<file path="src/rtl/uart_tx_buffered.sv">
// ============================================================================
// uart_tx_buffered
// ----------------------------------------------------------------------------
// Buffered 8N1 UART transmitter. Bytes written over a valid/ready port are
// queued in a circular FIFO and serialized LSB-first onto o_Tx_Serial at
// CLKS_PER_BIT clocks per bit. The core can burst several bytes without
// waiting for each frame to finish.
//
// Optional feature macro: UART_TX_PARITY_EN
//   Defined   : an even-parity bit follows the data bits (11-bit frame).
//   Undefined : plain 8N1 (10-bit frame), and no parity logic is built.
//
// Parameters:
//   CLKS_PER_BIT  clocks per serial bit (must be >= 2)
//   FIFO_AW       FIFO address width; depth = 2**FIFO_AW bytes
//
// Ports:
//   i_Clock       system clock
//   i_Rst_n       asynchronous active-low reset
//   i_Wr_DV       write strobe; byte accepted when i_Wr_DV && o_Wr_Ready
//   i_Wr_Byte     byte to queue
//   o_Wr_Ready    FIFO not full
//   i_Clr_Ovf     clears o_Overflow (a simultaneous overflow wins)
//   o_Overflow    sticky: a write was attempted while the FIFO was full
//   o_Fifo_Level  bytes queued, excluding the byte currently being sent
//   o_Tx_Serial   serial line, idle high, registered
//   o_Tx_Active   high from the first start-bit cycle to the last stop-bit cycle
//   o_Tx_Done     one-cycle pulse on the last cycle of each stop bit
//
// Timing summary: a write accepted at edge N into an empty FIFO is popped by
// the FSM at edge N+1 and the start bit appears on the line after edge N+2.
// All line-side outputs are registered from the state held during the
// previous cycle, so they trail the FSM state by exactly one clock.
// ============================================================================
module uart_tx_buffered #(
   parameter int CLKS_PER_BIT = 100,
   parameter int FIFO_AW      = 4
) (
   input  logic               i_Clock,
   input  logic               i_Rst_n,
   input  logic               i_Wr_DV,
   input  logic [7:0]         i_Wr_Byte,
   output logic               o_Wr_Ready,
   input  logic               i_Clr_Ovf,
   output logic               o_Overflow,
   output logic [FIFO_AW:0]   o_Fifo_Level,
   output logic               o_Tx_Serial,
   output logic               o_Tx_Active,
   output logic               o_Tx_Done
);

   // ------------------------------------------------------------------------
   // Local constants
   // ------------------------------------------------------------------------
   localparam int                 DEPTH     = 1 << FIFO_AW;
   localparam int                 TW        = $clog2(CLKS_PER_BIT);
   localparam logic [FIFO_AW:0]   LVL_FULL  = (FIFO_AW+1)'(DEPTH);
   localparam logic [FIFO_AW:0]   LVL_ONE   = (FIFO_AW+1)'(1);
   localparam logic [FIFO_AW-1:0] PTR_ONE   = FIFO_AW'(1);
   localparam logic [TW-1:0]      TMR_LAST  = TW'(CLKS_PER_BIT - 1);
   localparam logic [TW-1:0]      TMR_ONE   = TW'(1);

   // ------------------------------------------------------------------------
   // FSM state encoding; the PARITY state only exists when the feature is on
   // ------------------------------------------------------------------------
`ifdef UART_TX_PARITY_EN
   typedef enum logic [2:0] {
      ST_IDLE   = 3'd0,
      ST_START  = 3'd1,
      ST_DATA   = 3'd2,
      ST_PARITY = 3'd3,
      ST_STOP   = 3'd4
   } state_t;
`else
   typedef enum logic [2:0] {
      ST_IDLE  = 3'd0,
      ST_START = 3'd1,
      ST_DATA  = 3'd2,
      ST_STOP  = 3'd4
   } state_t;
`endif

   // ------------------------------------------------------------------------
   // FIFO storage and bookkeeping
   // ------------------------------------------------------------------------
   logic [7:0]         mem [DEPTH];
   logic [FIFO_AW-1:0] wr_ptr;
   logic [FIFO_AW-1:0] rd_ptr;
   logic [FIFO_AW:0]   count;
   logic               overflow;

   // ------------------------------------------------------------------------
   // Transmitter state
   // ------------------------------------------------------------------------
   state_t             state;
   logic [TW-1:0]      timer;
   logic [2:0]         bit_cnt;
   logic [7:0]         shift;
   logic               tx_serial;
   logic               tx_active;
   logic               tx_done;
`ifdef UART_TX_PARITY_EN
   logic               parity_bit;
`endif

   logic               push;
   logic               pop;
   logic               timer_last;
   logic [7:0]         head;

   // Ready is decoded from the registered occupancy, never from this cycle's
   // pop, so a full FIFO refuses a write even if the FSM pops in the same
   // cycle; ready comes back the cycle after that pop.
   assign o_Wr_Ready   = (count != LVL_FULL);
   assign push         = i_Wr_DV && o_Wr_Ready;
   assign pop          = (state == ST_IDLE) && (count != '0);
   assign head         = mem[rd_ptr];
   assign timer_last   = (timer == TMR_LAST);

   assign o_Overflow   = overflow;
   assign o_Fifo_Level = count;
   assign o_Tx_Serial  = tx_serial;
   assign o_Tx_Active  = tx_active;
   assign o_Tx_Done    = tx_done;

   // ------------------------------------------------------------------------
   // FIFO data array
   // ------------------------------------------------------------------------
   // NOTE: the storage array has no reset; the pointers and occupancy count
   // define which entries are valid, so stale contents are never observed.
   always_ff @(posedge i_Clock) begin
      if (push) begin
         mem[wr_ptr] <= i_Wr_Byte;
      end
   end

   // ------------------------------------------------------------------------
   // FIFO pointers, occupancy and sticky overflow
   // ------------------------------------------------------------------------
   // NOTE: every register updates with non-blocking assignments so all state
   // in the block samples the same pre-edge values, independent of order.
   always_ff @(posedge i_Clock or negedge i_Rst_n) begin
      if (!i_Rst_n) begin
         wr_ptr   <= '0;
         rd_ptr   <= '0;
         count    <= '0;
         overflow <= 1'b0;
      end else begin
         if (push) begin
            wr_ptr <= wr_ptr + PTR_ONE;
         end
         if (pop) begin
            rd_ptr <= rd_ptr + PTR_ONE;
         end

         // Push and pop together leave the occupancy unchanged.
         unique case ({push, pop})
            2'b10:   count <= count + LVL_ONE;
            2'b01:   count <= count - LVL_ONE;
            default: count <= count;
         endcase

         // A write while full sets the flag and beats a same-cycle clear.
         if (i_Wr_DV && !o_Wr_Ready) begin
            overflow <= 1'b1;
         end else if (i_Clr_Ovf) begin
            overflow <= 1'b0;
         end
      end
   end

   // ------------------------------------------------------------------------
   // Transmit FSM with registered line outputs
   //
   // Each branch sets the line value for the state it is currently in; the
   // value lands on o_Tx_Serial after the edge, which is why the start bit
   // shows up one clock after IDLE pops the byte. The bit timer is reloaded
   // to zero on every state change.
   // ------------------------------------------------------------------------
   always_ff @(posedge i_Clock or negedge i_Rst_n) begin
      if (!i_Rst_n) begin
         state      <= ST_IDLE;
         timer      <= '0;
         bit_cnt    <= '0;
         shift      <= '0;
         tx_serial  <= 1'b1;
         tx_active  <= 1'b0;
         tx_done    <= 1'b0;
`ifdef UART_TX_PARITY_EN
         parity_bit <= 1'b0;
`endif
      end else begin
         tx_done <= 1'b0;

         unique case (state)
            ST_IDLE: begin
               tx_serial <= 1'b1;
               tx_active <= 1'b0;
               if (pop) begin
                  shift      <= head;
                  bit_cnt    <= '0;
                  timer      <= '0;
`ifdef UART_TX_PARITY_EN
                  // Even parity: the parity bit makes the count of ones even.
                  parity_bit <= ^head;
`endif
                  state      <= ST_START;
               end
            end

            ST_START: begin
               tx_serial <= 1'b0;
               tx_active <= 1'b1;
               if (timer_last) begin
                  timer <= '0;
                  state <= ST_DATA;
               end else begin
                  timer <= timer + TMR_ONE;
               end
            end

            ST_DATA: begin
               tx_serial <= shift[0];
               tx_active <= 1'b1;
               if (timer_last) begin
                  timer   <= '0;
                  shift   <= shift >> 1;
                  bit_cnt <= bit_cnt + 3'd1;
                  if (bit_cnt == 3'd7) begin
`ifdef UART_TX_PARITY_EN
                     state <= ST_PARITY;
`else
                     state <= ST_STOP;
`endif
                  end
               end else begin
                  timer <= timer + TMR_ONE;
               end
            end

`ifdef UART_TX_PARITY_EN
            ST_PARITY: begin
               tx_serial <= parity_bit;
               tx_active <= 1'b1;
               if (timer_last) begin
                  timer <= '0;
                  state <= ST_STOP;
               end else begin
                  timer <= timer + TMR_ONE;
               end
            end
`endif

            ST_STOP: begin
               tx_serial <= 1'b1;
               tx_active <= 1'b1;
               if (timer_last) begin
                  // Lands on the final stop-bit cycle of the line.
                  tx_done <= 1'b1;
                  timer   <= '0;
                  state   <= ST_IDLE;
               end else begin
                  timer <= timer + TMR_ONE;
               end
            end

            default: begin
               tx_serial <= 1'b1;
               tx_active <= 1'b0;
               timer     <= '0;
               state     <= ST_IDLE;
            end
         endcase
      end
   end

endmodule

</file>
<file path="config.mk">
export PLATFORM = sky130hd
export DESIGN_NAME = uart_tx_buffered
export DESIGN_NICKNAME = d
export VERILOG_FILES = /design/src/rtl/uart_tx_buffered.sv
export SDC_FILE = /design/constraint.sdc
export NUM_CORES = 1
export LEC_CHECK = 0
export ABC_AREA = 1
export CAP_MARGIN = 30
export CORE_MARGIN = 1
export CORE_UTILIZATION = 55
export CTS_BUF_LIST = sky130_fd_sc_hd__clkbuf_8
export DETAILED_ROUTE_END_ITERATION = 8
export PLACE_DENSITY = 0.72
export SYNTH_ARGS = -nofsm -noshare
export SYNTH_HDL_FRONTEND = slang
export SYNTH_SLANG_ARGS = --single-unit
export TNS_END_PERCENT = 30
</file>
<file path="constraint.sdc">
create_clock -name i_Clock -period 2.7 [get_ports i_Clock]
set_clock_uncertainty 0.15 [all_clocks]
set_input_delay 0.405 -clock i_Clock [delete_from_list [all_inputs] [get_ports i_Clock]]
set_output_delay 0.405 -clock i_Clock [all_outputs]
set_load 0.1 [all_outputs]
</file>
-- Word level (Yosys, flattened, before mapping)
Memories as Yosys holds them, arrays and structs flattened.
Index checks and enable logic that the tools add are counted.
- reductions and logical operators: 12
- equal/unequal tests: 13
- $add $sub $neg: 6
- mux-type cells: 24
- operator list (cell ; number):
    two-way mux 3 bit ; 7
    two-way mux 8 bit ; 2
    one-hot mux 8 bit (2 select lines) ; 1
    two-way mux 7 bit ; 2
    one-hot mux 7 bit (2 select lines) ; 1
    one-hot mux 3 bit (4 select lines) ; 1
    != test 2 bit, second input constant ; 5
    one-hot mux 5 bit (2 select lines) ; 1
    adder 4 x 1 -> 4 bit, second input constant ; 2
    adder 7 x 1 -> 7 bit, second input constant ; 1
    equality test 7 bit, second input constant ; 1
    two-way mux 1 bit ; 7
    equality test 3 bit, second input constant ; 2
    one-hot mux 3 bit (2 select lines) ; 1
    nonzero test 2 bit ; 3
    adder 5 x 1 -> 5 bit, second input constant ; 1
    != test 5 bit, second input constant ; 1
    AND reduction 5 bit ; 1
    nonzero test 5 bit ; 1
    subtractor 5 x 1 -> 5 bit, second input constant ; 1
    adder 3 x 1 -> 3 bit, second input constant ; 1
    equality test 3 x 1 -> 1 bit, second input constant ; 1
    equality test 3 x 2 -> 1 bit, second input constant ; 1
    logical AND 1 bit ; 3
    other kinds (7) ; 7
- bits in registers: 38
- logic and storage cells: 67
- output and inout bits: 10
- memories kept: 1
- bits in writable memories: 128
- memory list (name ; words ; bits a word ; rd ports ; clocked after memory_dff ; wr ports ; line ; RTL):
    mem ; 16 ; 8 ; 1 ; 0 ; 1 ; 86 ; logic [7:0] mem [DEPTH];

-- Longest topological paths before layout
- word-level depth: 4
- gate-level depth with buffers: 17
- gate-level depth less buffers: 16

-- Least setup slack after synthesis
Ideal clock, no wire load.
- path kind: reg2reg
- start: register count[4], in the netlist o_Fifo_Level[4]
- end: register count[4], in the netlist o_Fifo_Level[4]
- arrival: 3.231 ns
- setup time: 0.131 ns
- clock period less this slack: 3.512 ns
- data required time: 2.419 ns
- stages on the path, launching flop included: 14
- path buffers: 1
- slack: -0.812 ns
- cell sequence: dfrtp_1 -> nand4_2 -> nand2_2 -> ha_1 -> buf_2 -> xor2_1 -> ha_1 -> nor2_1 -> nor2_2 -> nand2_1 -> nand3_1 -> nand2_1 -> nand2_1 -> o21ai_0
- cells in the longest elaborated chain, start to end: 4
- elaborated cells on any way between the ends: 10
- classes of those cells: add/sub: 2; eq/ne: 3; mux: 1; reduce/logical: 4
- ends and longest elaborated chain (element ; line ; RTL):
    start: declaration ; 89 ; logic [FIFO_AW:0] count;
    start signal: assignment ; 158 ; 2'b10: count <= count + LVL_ONE;
    start signal: assignment ; 159 ; 2'b01: count <= count - LVL_ONE;
    start signal: assignment ; 160 ; default: count <= count;
    != test 5 bit * ; 114 ; assign o_Wr_Ready = (count != LVL_FULL);
    via o_Wr_Ready ; 43 ; output logic o_Wr_Ready,
    logical AND 1 bit * ; 115 ; assign push = i_Wr_DV && o_Wr_Ready;
    equality test 2 x 1 -> 1 bit / equality test 2 bit (equally long branches) ; 157 ; unique case ({push, pop})
    one-hot mux 5 bit (2 select lines) / nonzero test 2 bit (equally long branches) ; n/a ;
The timed path passes the listed nets; every way through them passes the cells marked *.
A chain may end at the register's enable or synchronous reset.

-- Final worst setup path
- start: register count[1], in the netlist o_Fifo_Level[1]
- end: register count[4], in the netlist o_Fifo_Level[4]
- cells in the longest elaborated chain, start to end: 4
- elaborated cells on any way between the ends: 10
- classes of those cells: add/sub: 2; eq/ne: 3; mux: 1; reduce/logical: 4
- ends and longest elaborated chain (element ; line ; RTL):
    nonzero test 5 bit * ; 116 ; assign pop = (state == ST_IDLE) && (count != '0);
    logical AND 1 bit * ; 116 ;
    via pop ; 107 ; logic pop;
    equality test 2 x 1 -> 1 bit / equality test 2 bit (equally long branches) ; 157 ;
    one-hot mux 5 bit (2 select lines) / nonzero test 2 bit (equally long branches) ; n/a ;
Marked as above.

==> reports/results.tsv <==
metric	value	unit
status	completed	
Max Cap Violations	0	
switching pwr	0.00193	W
core area	13200	um2
synth unique cells	38	
register area share after synthesis	0.640	
Synth Cell Area	7490	um2
CP delay by family, top	simple AND/OR/NAND/NOR gates	
Seq cells post-synth	166	
I/O Buffers	21	
final WL	15500	um
RSZ-0062 raised after global routing	false	
fin util	0.634	
initial antenna violation count	0	
Tmin final	2450	ps
Setup Viol. Count Final	0	
number of top-level pins	22	
first-pass GRT wire length	24800	um
Sequential Power Share	0.510	
first-iteration detailed-routing DRC count	397	
clock sink count	166	
Req. time, crit path	2940	ps
largest net degree at the start of global routing	69	
top cell type's share of synthesized area	0.513	
worst-margin pin slew	873	ps
leading area contributor after synthesis	edfxtp_1	
CP dominant cell by count	nand2_1	
Crit. End Element	flip-flop	
vias in the first global route	4882	
area of the multi-input gates	2190	um2
CTS tree	built	
clk buf depth	2	
fill count	1106	
Synth warnings	0	
Internal Power	0.00429	W
routed vias/inst	5.27	
CP Launch Type	flip-flop	
Fin Setup TNS	0	ps
CTS H-tree lvls	4	
GR Overflow Total	0	
r2r setup slk	250	ps
layout cells sized above 1	0.128	
GPL Wtd Cong	0.847	
final hold vios	0	
clock power share	0.316	
total CTS buffers	17	
fmax	409	MHz
Pleak	3.63	nW
via count	5100	
Register Area	4810	um2
CTS root buf	clkbuf_8	
Crit path largest cell delay	510	ps
crit path kind	flip-flop to flip-flop	
Max stage delay cell, worst path	dfrtp_4	
synth-to-layout area growth	12.0	%
post-route insts no fill	967	
crit path cell chain	inv_1 > nand4_4 > nand2_2 > clkinvlp_4 > ha_4 > xor2_2 > ha_2 > nor2_2 > nor2_2 > nand2_1 > nand2_1 > nand2_1 > nand2_1 > nand2_1 > o21ai_1	
crit path max fanout	6	
WP data arrival	2690	ps
HPWL after DPL	9710	um
routed len/inst	16.0	um
Post-Syn Instances	742	
Die Height	119	um
mean post-synth cell area	10.1	um2
layout net count	801	
combinational share of power	0.174	
Initial Utilization	0.566	
Hold WC Path Type	flip-flop to flip-flop	
DRC	0	
Final Cycle Share	0.906	
Max-Slew Margin vs Limit	0.418	
Max VDD drop	0.779	mV
pwr/cell area	740	nW/um2
async set or reset register ratio after synthesis	0.229	
die area	14100	um2
Worst-Skew Late Latency	460	ps
top_reg_cell synth	edfxtp_1	
total global-route track usage	0.238	
placed insts	932	
Pwr Total	0.00621	W
# diodes	0	
first drt pass iteration count	4	
CP bufs+invs	2	
die width	119	um
Final ANT Viol Nets	0	
EDFF count, synth	128	
syn nets	765	
Clk pin slew, worst setup/hold paths	90	ps
Final Max Slew Viols	0	
num rows	42	
switching share of power	0.310	
Synth area leaders	edfxtp_1 51%, dfrtp_1 12%, nand2_1 12%, nand3_1 6.0%, inv_1 4.3%	
[metal layers]
layer | track usage | wire length (um) | vias up
met5 | 0 | 0 | -
met4 | 0.108 | 452 | 0
met3 | 0.0574 | 787 | 29
met2 | 0.380 | 7610 | 138
met1 | 0.307 | 6660 | 2458
li1 | - | - | 2475
[kinds of logic (layout without fill, tap and decap cells)]
group / after synthesis / in the layout / synth area share
AO/OA/AOI/OAI: 27 / 27 / 0.0202
XOR/XNOR: 14 / 14 / 0.0164
adder cells (fa/ha/maj): 11 / 11 / 0.0184
buffers and inverters: 123 / 172 / 0.0735
flip-flops: 166 / 166 / 0.640
AND/OR/NAND/NOR: 401 / 401 / 0.232
[cells in the final DEF (no fill, tap or decap), types with 4 or more instances in the layout]
| cell | count |
|---|---|
| dfrtp_1 | 31 |
| clkdlybuf4s50_1 | 10 |
| buf_4 | 33 |
| inv_1 | 85 |
| inv_6 | 5 |
| nand3_1 | 90 |
| a21oi_1 | 4 |
| xnor2_1 | 4 |
| o21ai_1 | 4 |
| nand4_1 | 4 |
| nand2_1 | 242 |
| edfxtp_1 | 128 |
| clkbuf_8 | 17 |
| ha_1 | 9 |
| inv_2 | 4 |
| dfrtp_4 | 4 |
| nor2_1 | 44 |
| nand2_2 | 4 |
| o21ai_0 | 12 |
| xor2_1 | 9 |
[synthesized netlist by cell type, types with 2 or more instances]
library cell / number
nand2_1: 242
edfxtp_1: 128
nand3_1: 90
inv_1: 86
nor2_1: 45
dfrtp_1: 37
buf_2: 14
o21ai_0: 13
ha_1: 11
xor2_1: 10
buf_6: 6
buf_4: 5
nand2_2: 5
a21oi_1: 4
inv_2: 4
nand4_1: 4
xnor2_1: 4
inv_4: 3
nor3_1: 3
o21ai_1: 3
clkbuf_1: 2
clkinv_1: 2
nand4_2: 2
nor2_2: 2
nor2_4: 2
o22ai_1: 2
o31ai_1: 2
[path summary, 6_finish.rpt]
path / startpoint / to / cells past startpoint
hold reg to reg: bit_cnt[1] / bit_cnt[1] / 2
hold / removal: bit_cnt[1] / bit_cnt[1] / 2
setup / recovery: o_Fifo_Level[1] / o_Fifo_Level[4] / 15
max in group asynchronous: i_Rst_n / o_Fifo_Level[1] / 2
setup reg to reg: o_Fifo_Level[1] / o_Fifo_Level[4] / 15
min in group asynchronous: i_Rst_n / shift[5] / 2
[through the flow]
stage	setup WS, ps	hold WS, ps	instance area [um2]
6_report	253	341	8400
5_1_grt	20.5	360	8400
4_1_cts	227	344	8380
3_5_place_dp	252	320	7920
3_3_place_gp	337	312	7920
2_1_floorplan	-52.9	-40.6	7560
[what timing repair did]
action                     4_1_cts  5_1_grt
hold buffers                     1        0
resized for setup                0        1
setup buffers                    0        2
setup endpoints to repair        0        1
hold endpoints to repair        37        0
[final cells by class]
cell class                      instances  share of cell area
Sequential cell                       166               0.573
Inverter                               95              0.0438
Multi-Input combinational cell        453               0.261
Timing Repair Buffer                   45              0.0432
Clock inverter                         15              0.0250
Tap cell                              176              0.0262
Clock buffer                           17              0.0279
[flip-flops by register name (all words and copies together), names as in the netlist]
name and flops:
o_Overflow 1, rd_ptr 4, o_Tx_Serial 1, mem 128, bit_cnt 3, o_Tx_Active 1, shift 8, timer 7
state 3, wr_ptr 4, o_Tx_Done 1, o_Fifo_Level 5
[worst reg2reg max path, stage by stage, from the launching register on]
cell        delay [ps]
dfrtp_4            510
inv_1              170
nand4_4            140
nand2_2            150
clkinvlp_4         150
ha_4               220
xor2_2             150
ha_2               220
nor2_2              40
nor2_2             110
nand2_1             80
nand2_1             60
nand2_1             50
nand2_1             60
nand2_1             50
o21ai_1             70
[power groups by stage]
| stage | Clock (W) | Combinational [W] | Sequential [W] |
|---|---|---|---|
| 4_1_cts | 0.00199 | 0.00108 | 0.00317 |
| 5_1_grt | 0.00210 | 0.00117 | 0.00320 |
| 3_5_place_dp | 0 | 0.00108 | 0.00323 |
| 6_report | 0.00196 | 0.00108 | 0.00317 |
| 3_3_place_gp | 0 | 0.00104 | 0.00321 |
| 2_1_floorplan | 0 | 0.000489 | 0.00347 |
No activity file was read; power rests on OpenSTA's default activity.
